`config.mk`:
```
export PLATFORM = sky130hd
export DESIGN_NAME = ds1302_time_sched
export DESIGN_NICKNAME = d
export VERILOG_FILES = /design/src/rtl/ds1302_time_sched.sv
export SDC_FILE = /design/constraint.sdc
export NUM_CORES = 1
export LEC_CHECK = 0
export BUFFER_PORTS_ARGS = -buffer_cell sky130_fd_sc_hd__clkbuf_2
export CAP_MARGIN = 20
export CORE_MARGIN = 2
export CORE_UTILIZATION = 35
export DETAILED_ROUTE_END_ITERATION = 6
export SYNTH_ARGS = -nofsm -noshare
export SYNTH_HDL_FRONTEND = slang
export SYNTH_SLANG_ARGS = --single-unit
```
`constraint.sdc`:
```
create_clock -name ds1302_clk -period 3.1 [get_ports ds1302_clk]
set_clock_uncertainty 0.2 [all_clocks]
set_input_delay 0.31 -clock ds1302_clk [delete_from_list [all_inputs] [get_ports ds1302_clk]]
set_output_delay 0.31 -clock ds1302_clk [all_outputs]
set_load 0.05 [all_outputs]
```
`src/rtl/ds1302_time_sched.sv`:
```
// ds1302_time_sched: request scheduler in front of the DS1302 transaction
// controller. Polls the RTC with periodic full-time reads, accepts user
// set-time commands, keeps at most one request outstanding, and publishes a
// masked, BCD-checked time bus with a one-cycle update pulse.
module ds1302_time_sched #(
    parameter int unsigned POLL_CYCLES    = 100000,
    parameter int unsigned TIMEOUT_CYCLES = 1000000
) (
    input  logic        ds1302_clk,
    input  logic        ds1302_rst_n,
    input  logic        set_time_valid,
    input  logic [55:0] set_time,
    output logic        set_time_ready,
    output logic        write_time_req,
    input  logic        write_time_ack,
    output logic [55:0] write_time,
    output logic        read_time_req,
    input  logic        read_time_ack,
    input  logic [55:0] read_time,
    output logic [55:0] time_out,
    output logic        time_update,
    output logic        bcd_err,
    output logic        timeout_err,
    output logic        busy
);

    localparam int unsigned TIME_W  = 56;
    localparam int unsigned NIBBLES = TIME_W / 4;
    localparam int unsigned POLL_W  = (POLL_CYCLES > 2) ? $clog2(POLL_CYCLES) : 1;
    localparam int unsigned TO_W    = (TIMEOUT_CYCLES > 2) ? $clog2(TIMEOUT_CYCLES) : 1;

    localparam logic [POLL_W-1:0] POLL_LAST = POLL_W'(POLL_CYCLES - 1);
    localparam logic [POLL_W-1:0] POLL_PRE  = POLL_W'(POLL_CYCLES - 2);
    localparam logic [TO_W-1:0]   TO_LAST   = TO_W'(TIMEOUT_CYCLES - 1);

    // Keeps only the meaningful bits of each RTC register:
    // year FF, week 07, month 1F, date 3F, hour 3F (24 h), minute 7F, second 7F.
    localparam logic [TIME_W-1:0] TIME_MASK = 56'hFF_07_1F_3F_3F_7F_7F;
    // Clears the clock-halt bit (second[7]) so a written time keeps running.
    localparam logic [TIME_W-1:0] CH_CLR    = 56'hFF_FF_FF_FF_FF_FF_7F;

    typedef enum logic [1:0] {
        ST_IDLE = 2'd0,
        ST_WR   = 2'd1,
        ST_RD   = 2'd2
    } state_t;

    state_t             state;
    state_t             state_d;
    logic               armed;
    logic               pend_wr;
    logic               poll_due;
    logic [POLL_W-1:0]  poll_cnt;
    logic [TO_W-1:0]    to_cnt;
    logic               accept;
    logic               wr_done;
    logic               rd_done;
    logic               to_hit;
    logic               wreq_d;
    logic               rreq_d;
    logic [TIME_W-1:0]  masked;
    logic               masked_bad;

    // Handshake and completion qualifiers.
    assign set_time_ready = armed && (state == ST_IDLE) && !pend_wr;
    assign accept         = set_time_valid && set_time_ready;
    assign wr_done        = (state == ST_WR) && write_time_req && write_time_ack;
    assign rd_done        = (state == ST_RD) && read_time_req && read_time_ack;
    assign to_hit         = (state != ST_IDLE) && (to_cnt == TO_LAST) && !wr_done && !rd_done;

    // State register.
    always_ff @(posedge ds1302_clk or negedge ds1302_rst_n) begin
        if (!ds1302_rst_n) begin
            state <= ST_IDLE;
        end else begin
            state <= state_d;
        end
    end

    // Next state: a pending or just-accepted write beats a due poll; every
    // write is followed by a refresh read.
    always_comb begin
        state_d = state;
        case (state)
            ST_IDLE: begin
                if (pend_wr || accept) begin
                    state_d = ST_WR;
                end else if (poll_due) begin
                    state_d = ST_RD;
                end
            end
            ST_WR: begin
                if (wr_done) begin
                    state_d = ST_RD;
                end else if (to_hit) begin
                    state_d = ST_IDLE;
                end
            end
            ST_RD: begin
                if (rd_done || to_hit) begin
                    state_d = ST_IDLE;
                end
            end
            default: state_d = ST_IDLE;
        endcase
    end

    // Next request levels; the read request waits one cycle after a write
    // completes so the controller sees both requests low between transactions.
    always_comb begin
        wreq_d = 1'b0;
        rreq_d = 1'b0;
        if (state_d == ST_WR) begin
            wreq_d = 1'b1;
        end
        if ((state_d == ST_RD) && (state != ST_WR)) begin
            rreq_d = 1'b1;
        end
    end

    // Registered request levels and busy flag.
    always_ff @(posedge ds1302_clk or negedge ds1302_rst_n) begin
        if (!ds1302_rst_n) begin
            write_time_req <= 1'b0;
            read_time_req  <= 1'b0;
            busy           <= 1'b0;
        end else begin
            write_time_req <= wreq_d;
            read_time_req  <= rreq_d;
            busy           <= (state_d != ST_IDLE);
        end
    end

    // Holds ready low during the first cycle out of reset.
    always_ff @(posedge ds1302_clk or negedge ds1302_rst_n) begin
        if (!ds1302_rst_n) begin
            armed <= 1'b0;
        end else begin
            armed <= 1'b1;
        end
    end

    // Write payload capture and pending-write flag.
    always_ff @(posedge ds1302_clk or negedge ds1302_rst_n) begin
        if (!ds1302_rst_n) begin
            write_time <= '0;
            pend_wr    <= 1'b0;
        end else begin
            if (accept) begin
                write_time <= set_time & CH_CLR;
                pend_wr    <= 1'b1;
            end
            if (wr_done || to_hit) begin
                pend_wr <= 1'b0;
            end
        end
    end

    // Poll timer: counts idle cycles, saturates with poll_due set, restarts
    // after a completed or aborted transaction.
    always_ff @(posedge ds1302_clk or negedge ds1302_rst_n) begin
        if (!ds1302_rst_n) begin
            poll_cnt <= '0;
            poll_due <= 1'b0;
        end else if (rd_done || to_hit) begin
            poll_cnt <= '0;
            poll_due <= 1'b0;
        end else if ((state == ST_IDLE) && (poll_cnt != POLL_LAST)) begin
            poll_cnt <= poll_cnt + POLL_W'(1);
            poll_due <= (poll_cnt == POLL_PRE);
        end
    end

    // Ack-wait timer, restarted on every state entry.
    always_ff @(posedge ds1302_clk or negedge ds1302_rst_n) begin
        if (!ds1302_rst_n) begin
            to_cnt <= '0;
        end else if (state_d != state) begin
            to_cnt <= '0;
        end else if (state != ST_IDLE) begin
            to_cnt <= to_cnt + TO_W'(1);
        end
    end

    // Masking and BCD validity of the incoming raw registers.
    always_comb begin
        masked     = read_time & TIME_MASK;
        masked_bad = 1'b0;
        for (int i = 0; i < int'(NIBBLES); i++) begin
            if (masked[i*4 +: 4] > 4'd9) begin
                masked_bad = 1'b1;
            end
        end
    end

    // Published time, status flags and update pulse.
    always_ff @(posedge ds1302_clk or negedge ds1302_rst_n) begin
        if (!ds1302_rst_n) begin
            time_out    <= '0;
            time_update <= 1'b0;
            bcd_err     <= 1'b0;
            timeout_err <= 1'b0;
        end else begin
            time_update <= 1'b0;
            if (rd_done) begin
                time_out    <= masked;
                bcd_err     <= masked_bad;
                time_update <= 1'b1;
                timeout_err <= 1'b0;
            end else if (wr_done) begin
                timeout_err <= 1'b0;
            end else if (to_hit) begin
                timeout_err <= 1'b1;
            end
        end
    end

endmodule

```
[After elaboration in Yosys (flattened, before gate mapping)]
Index checks and enable logic that the tools add are counted.
W data, S select, Z words.
Storage, ports and cells
  output and inout bits: 119
  register bits after elaboration: 145
  word-level logic and storage cells: 96
  bits of input ports: 117
Operators by class
  reductions and logical operators: 25
  order comparisons: 13
  equal/unequal tests: 9
  $add $sub $neg: 2
  muxes and demuxes: 33
Operators by type and width (number)
  $mux W20: 2
  $mux W17: 2
  $gt A4 B4 Y1 const B: 7
  $mux W1: 23
  $add A20 B1 Y20 const B: 1
  $eq A20 B20 Y1 const B: 1
  $add A17 B1 Y17 const B: 1
  $eq A17 B17 Y1 const B: 1
  $ne A17 B17 Y1 const B: 1
  $gt A3 B4 Y1 const B: 3
  $logic_and A1 B1 Y1: 12
  $mux W2: 5
  $reduce_bool A2 Y1: 5
  $gt A2 B4 Y1 const B: 2
  $pmux W2 S3: 1
  $eq A2 B1 Y1 const B: 2
  $eq A2 B2 Y1 const B: 2
  $gt A1 B4 Y1 const B: 1
  $logic_not A1 Y1: 3
  $logic_or A1 B1 Y1: 3
  $reduce_bool A3 Y1: 1
  $logic_not A2 Y1: 1
  $ne A2 B1 Y1 const B: 1
  $ne A2 B2 Y1: 1

[Longest topological paths before layout]
Gate-level depths: netlist of the first run.
  depth in word-level cells: 14
  depth in mapped cells: 8

[Worst setup path before layout of the first run]
OpenSTA, ideal clock, no wires.
  path kind: reg-to-reg
  start point: register poll_cnt[0]
  end point: register poll_cnt[14]
  required time: 2806 ps
  path buffers: 1
  data arrival time: 2009 ps
  slack: 797 ps
  stages on the path, launching flop included: 7
  cell sequence: dfrtp_1 -> ha_1 -> or3b_2 -> or2_1 -> clkbuf_1 -> or4_1 -> a211oi_1
Between the ends
  word-level cells in the longest chain between the ends: 3
  elaborated cells between the ends (all ways): 6
  classes of those cells: add/sub (1); eq/ne (1); mux (2); reduce/logical (2)
RTL lines
  from (decl): line 53  | logic [POLL_W-1:0] poll_cnt;
  from (signal assigned): line 169  | poll_cnt <= poll_cnt + POLL_W'(1);
  $add A17 B1 Y17 / $ne A17 B17 Y1 (equally long branches): line 169, 168
  $mux W17 / $logic_and A1 B1 Y1 (equally long branches): line 168  | end else if ((state == ST_IDLE) && (poll_cnt != POLL_LAST)) begin
  $mux W17 / $reduce_bool A2 Y1 (equally long branches)
Several ways; a longest one is shown, not always the timed one. The select of a mux whose other input is x is not followed.
A chain may end at the register's enable or synchronous reset.

[Worst setup path in the final report of the first run]
  start point: register state[0]
  end point: register to_cnt[16]
Between the ends
  word-level cells in the longest chain between the ends: 11
  elaborated cells between the ends (all ways): 27
  classes of those cells: eq/ne (3); mux (7); reduce/logical (17)
RTL lines
  from (decl): line 48  | state_t state;
  from (signal assigned): line 76  | state <= state_d;
  $eq A2 B1 Y1: line 67, 84
  $logic_and A1 B1 Y1 (2 in a row): line 67  | assign wr_done = (state == ST_WR) && write_time_req && write_time_ack;
  $logic_not A1 Y1: line 69  | assign to_hit = (state != ST_IDLE) && (to_cnt == TO_LAST) && !wr_done && !rd_done;
  $logic_and A1 B1 Y1 (2 in a row): line 69
  $mux W2 / $logic_or A1 B1 Y1 (equally long branches): line 95, 100
  $mux W2, on equally long branches: line 93, 100
  $pmux W2 S3: line 84  | case (state)
  $ne A2 B2 Y1: line 178  | end else if (state_d != state) begin
  $mux W20 / $reduce_bool A2 Y1 (equally long branches)
  to (signal assigned): line 181  | to_cnt <= to_cnt + TO_W'(1);
  to (decl): line 54  | logic [TO_W-1:0] to_cnt;
Several ways; a longest one is shown, not always the timed one.

==> results of run 1 <==
synthesized netlist by cell type (all sizes together) (4+ instances only):
library cell	count	area share, %
inv	9	0.53
o31ai	12	1.4
mux2	56	9.9
or3	10	0.98
or2	4	0.39
a21oi	20	1.6
or4	14	1.7
a22oi	6	0.71
nand2	137	8.1
nor3	10	0.79
nand3	9	0.71
dfrtp	145	57
o21ai	18	1.4
nand4	13	1.3
nor4	8	0.79
clkbuf	20	1.2
a211oi	13	1.5
nand4b	5	0.69
buf	28	2.9
xnor2	14	1.9
routing by layer:
| layer | track usage (%) | vias to the layer above | part of all wire (%) |
|---|---|---|---|
| met3 | 4.63 | 31 | 5.9 |
| met4 | 6.65 | 0 | 2.1 |
| met5 | 0 | - | 0 |
| li1 | - | 2628 | - |
| met2 | 29.1 | 207 | 47 |
| met1 | 23.0 | 2651 | 45 |
cells by family (layout without fill, tap and decap cells):
kind of cell	count (synthesis)	after routing	share of synthesized area (%)
muxes	57	57	10.1
and+or+nand+nor	224	224	17.2
xor gates and xnor gates	17	17	2.34
DFF	145	145	57.1
other	2	16	0.118
buffers and inverters	57	355	4.59
adders and majority gates	3	3	0.591
AOI/OAI and AO/OA	79	79	7.93
critical path, cell delays in order (launching register included):
cell and delay [ns]:
dfrtp_1 0.60, o21ai_0 0.33, or4_1 0.73, o21ai_1 0.17, buf_4 0.27, a22oi_1 0.13
power groups by stage:
| stage | clock network [uW] | logic [uW] | registers (uW) |
|---|---|---|---|
| after global placement | 0 | 4310 | 3040 |
| after detailed placement | 0 | 4350 | 3050 |
| after floorplan | 0 | 1100 | 5240 |
| final | 2060 | 4450 | 3050 |
| after global routing | 2170 | 4700 | 3160 |
| after CTS | 2100 | 4440 | 3040 |
flip-flops by register name, indices dropped and copies added, names as in the netlist:
| register | cells |
|---|---|
| write_time | 55 |
| time_out | 42 |
| to_cnt | 20 |
| poll_cnt | 17 |
| state | 2 |
| armed | 1 |
| bcd_err | 1 |
| busy | 1 |
| pend_wr | 1 |
| poll_due | 1 |
| read_time_req | 1 |
| time_update | 1 |
| timeout_err | 1 |
| write_time_req | 1 |
layout make-up:
cell class | count | area (um2)
fillers | 1597 | 8740
flip-flops and latches | 145 | 3630
multi-input cells | 396 | 2490
repair buffers | 314 | 2130
clock buffers | 17 | 425
well taps | 229 | 287
clock inverters | 15 | 163
inverters | 9 | 33.8
per-stage QoR:
step	setup slack, ns	hold slack [ns]	total power, uW
CTS	0.500	0.0572	9570
detailed placement	0.510	0.124	7400
global route	0.368	0.117	10000
finish	0.516	0.0855	9570
floorplan	0.797	-0.186	6340
global placement	0.534	0.129	7350
worst max-delay path by stage:
stage | to | startpoint
floorplan | poll_cnt[14] | poll_cnt[0]
global placement | to_cnt[14] | state[0]
detailed placement | to_cnt[19] | state[0]
CTS | to_cnt[16] | state[0]
global route | to_cnt[14] | state[0]
finish | to_cnt[16] | state[0]
cell usage in the layout, fill, tap and decap left out, drive strengths merged, types with 5 or more instances in the layout:
cell type,synthesis,layout
conb,2,16
or4,14,14
dfrtp,145,145
buf,28,12
inv,9,18
dlygate4sd3,0,98
a21oi,20,20
mux2,56,56
nand4,13,13
nor3,10,10
nand4b,5,5
nand3,9,9
nand2,137,137
xnor2,14,14
a22oi,6,6
o31ai,12,12
nor4,8,8
or3,10,10
clkbuf,20,221
o21ai,18,18
a211oi,13,13
what timing repair did:
item,CTS,global route
hold buffers,98,0
hold endpoints to repair,155,0
resized for setup,0,0
==> run metrics, run 1 <==
RSZ-0062 raised after global routing=false; setup_tns=0 ns; Relative slew margins=53.0%; drt wl/cell=15.2 um; Reg2Reg Setup Slack=0.52 ns; number of global-route vias before repair=5511; Post-CTS Repair Setup Buffers=0; All-Layer GR Usage=17.8%; GRT Residual Overflow=0; ys flop type=dfrtp_1; Port-buffer cells=205; Worst Hold Depth=4; Die Y-Extent=139 um; worst slew pin tran=0.703 ns; fin area=9160 um2; clk sinks=145; Worst Hold Class=input pin to flip-flop; Max Cap Violations=0; layout cells sized above 1=34.6%; post-synthesis cell type count=49; drt first-iter violations=298; crit path max fanout=21; mean post-synth cell area=10.9 um2; Sequential Power Share=31.9%; r2r endpoint=to_cnt[16]; Via density=4.90; Antenna diodes=0; Core Util, Final=51.2%; Detail Placement HPWL=10600 um; Placer Congestion=0.796; LEAKAGE=0.00437 uW; Ports=236; Ys Warns=0; crit start category=flip-flop; Pre-Repair DR Iteration Count=4; die width=139 um; power per cell area=1040 nW/um2; clk buf depth=2; Root Buffer=clkbuf_16; TritonCTS buffer count=17; first-pass GRT wire length=27900 um; Crit path required time=3.17 ns; VDD IR-drop max=0.789 mV; TritonCTS clock tree=done; Synth Instances=584; Final Net Count=1003; Post-Layout Cell Count=1125; clock slew at reported path FFs=0.07 ns; Final Cycle Share=83.4%; Cells after DPL=995; Internal=4890 uW; critical setup path kind=flip-flop to flip-flop; R2R Path Start=state[0]; clk_lat worst skew=0.42 ns; initial antenna violation count=0; clock power share=21.5%; vias post-DR=5517; antenna viol nets, final=0; Sw Share=48.9%; P_sw=4680 uW; final wirelength=17100 um; placement row count=49; critical path arrival=2.65 ns; placed inst area=7590 um2; max-slew violation count=0; largest net degree at the start of global routing=61; hold endpoint=state[0]; Fmax achieved=387 MHz; hold wc startpoint=write_time_ack; core area=17900 um2; Initial Util=35.5%; status=finished, final reports clean; Comb pwr share=46.6%; Yosys reg bits=145; ys async rst share=100%; area delta synth->final=44.1%; fin crit period=2.58 ns; worst reg2reg path depth=5; residual DRC count=0; Crit. End Element=flip-flop; number of H-tree levels=4; Syn Std Cell Area=6350 um2; sequential fraction of the synthesis area=57.1%; final hold viol count=0; EDFF count, synth=0; Finish-stage setup viols=0; die footprint=19300 um2
Note: power is estimated with default switching activity, not from simulation.
==> run 2: changes to the inputs <==
==> constraint.sdc (replaced) <==
create_clock -name ds1302_clk -period 2.1 [get_ports ds1302_clk]
set_clock_uncertainty 0.2 [all_clocks]
set_input_delay 0.21 -clock ds1302_clk [delete_from_list [all_inputs] [get_ports ds1302_clk]]
set_output_delay 0.21 -clock ds1302_clk [all_outputs]
set_load 0.05 [all_outputs]
==> run metrics, run 2 (synthesis results as in run 1) <==
initial antenna violation count=0 (unchanged); Placer Congestion=0.819 (+2.9%); fin worst setup slack=-0.0785 ns (-0.594 ns); LEAKAGE=0.00469 uW (+7.3%); status=finished, violations left; Initial Util=35.5% (unchanged); most frequent cells in the layout=203 x clkbuf_2, 143 x dfrtp_1, 137 x nand2_1; number of H-tree levels=4 (unchanged); die width=139 um (unchanged); most common cell after layout, fill and taps aside=clkbuf_2; clk_lat worst skew=0.42 ns (about the same); Crit path required time=2.19 ns (-0.98 ns); layout cells sized above 1=39.7% (+5.1 points); Antenna diodes=0 (unchanged); power per cell area=1510 nW/um2 (+44%); clock power share=21.0% (-0.5 points); All-Layer GR Usage=18.8% (+0.97 points); first-pass GRT wire length=29500 um (+5.6%); Finish-stage setup viols=41 (+41); number of global-route vias before repair=5794 (+5.1%); Via density=4.83 (-1.6%); TritonCTS buffer count=17 (unchanged); clk sinks=145 (unchanged); die footprint=19300 um2 (unchanged); critical path arrival=2.27 ns (-0.38 ns); violated checks=setup timing; final wirelength=18000 um (+5.2%); placement row count=49 (unchanged); Ports=236 (unchanged); Core Util, Final=54.5% (+3.3 points); GR Layer Usage met3=4.63% (unchanged); Fmax achieved=459 MHz (+19%); Internal=7770 uW (+59%); Worst Hold Class=input pin to async pin; Pre-Repair DR Iteration Count=5 (+1); drt first-iter violations=266 (-11%); TritonCTS clock tree=done; Most flops, register=write_time; Comb pwr share=48.8% (+2.2 points); drt wl/cell=15.2 um (about the same); clock slew at reported path FFs=0.06 ns (about the same); fin area=9750 um2 (+6.5%); Sw Share=47.2% (-1.7 points); Final Cycle Share=104% (+20 points); vias post-DR=5709 (+3.5%); largest net degree at the start of global routing=47 (-23%); layer with the highest usage=met2; VDD IR-drop max=1.11 mV (+40%); P_sw=6940 uW (+48%); met1 Use GR=24.0% (+1.1 points); Detail Placement HPWL=11500 um (+9.1%); Port-buffer cells=205 (unchanged); crit start category=flip-flop; GR Layer Usage met2=31.4% (+2.3 points); max-slew violation count=0 (unchanged); final hold viol count=0 (unchanged); fin crit period=2.18 ns (-0.406 ns); Largest register FFs=55 (unchanged); core area=17900 um2 (unchanged); Sequential Power Share=30.2% (-1.7 points); crit path max fanout=18 (-14%); Final Net Count=1061 (+5.8%); Largest regs=write_time (55), time_out (42), to_cnt (20); critical setup path kind=flip-flop to flip-flop; worst hold slack=0.0748 ns (-0.0107 ns); Die Y-Extent=139 um (unchanged); area delta synth->final=53.5%; Crit. End Element=flip-flop; clk buf depth=2 (unchanged); Root Buffer=clkbuf_16; total power=14700 uW (+54%); RSZ-0062 raised after global routing=true; placed inst area=8020 um2 (+5.7%); antenna viol nets, final=0 (unchanged); residual DRC count=0 (unchanged); Max Cap Violations=0 (unchanged); Setup WS pre-CTS=-0.199 ns (-0.709 ns); GRT Residual Overflow=0 (unchanged)
run 2: cell count changes in the layout (fill, tap and decap cells not counted), sizes merged:
cell         before  now
inv              18   14
buf              12   69
clkbuf          221  223
dlygate4sd3      98   99
bufinv            1    2
clkinvlp          1    2
run 2: area by class of cell:
cell class / instances / area [um2]
Fill cell: 1542 / 8150
Timing Repair Buffer: 372 / 2650
Sequential cell: 145 / 3630
Tap cell: 229 / 287
Multi-Input combinational cell: 396 / 2550
Clock buffer: 19 / 453
Inverter: 9 / 33.8
Clock inverter: 13 / 151
run 2: per-layer routing:
layer | up-vias | wire, um | part of all wire, %
met4 | 0 | 367 | 2.0
li1 | 2741 | - | -
met2 | 176 | 8800 | 49
met1 | 2764 | 7870 | 44
met5 | - | 0 | 0
met3 | 28 | 913 | 5.1
run 2: final timing paths:
| kind | start | end | slack, ns | depth (start not counted) |
|---|---|---|---|---|
| setup / recovery | to_cnt[7] | poll_cnt[14] | -0.08 | 5 |
| min in group ds1302_clk | read_time_ack | pend_wr | 0.11 | 3 |
| setup reg to reg | to_cnt[7] | poll_cnt[14] | -0.08 | 5 |
| hold reg to reg | time_out[9] | time_out[9] | 0.27 | 2 |
| max in group asynchronous | ds1302_rst_n | write_time[51] | 0.97 | 3 |
| hold / removal | ds1302_rst_n | write_time[42] | 0.07 | 2 |
run 2: power by group through the flow:
stage / Clock, uW / Combinational (uW) / Sequential, uW
CTS: 3160 / 7060 / 4420
floorplan: 0 / 1660 / 7730
global route: 3290 / 7550 / 4600
finish: 3080 / 7180 / 4440
detailed placement: 0 / 6870 / 4430
global placement: 0 / 6810 / 4400
run 2: stage by stage:
| step | std cells | TNS, ns |
|---|---|---|
| after floorplan | 598 | -3.82 |
| after global placement | 1048 | -4.69 |
| after detailed placement | 1048 | -5.77 |
| after CTS | 1180 | -2.01 |
| after global routing | 1183 | -5.37 |
| final | 1183 | -1.64 |
run 2: timing repair:
item                                   4_1_cts  5_1_grt
resized for setup                           10       14
endpoints found under the hold margin      245        0
cloned                                       0        1
pin swaps                                    3        6
hold buffers                                99        0
setup buffers                                1        2
setup endpoints to repair                   45       94
run 2: worst max-delay path, cell delays in order, from the launching register on:
cell and delay, ns:
dfrtp_1 0.37, or4b_1 0.52, or4_4 0.47, nor3b_4 0.24
buf_12 0.18, a211oi_1 0.06
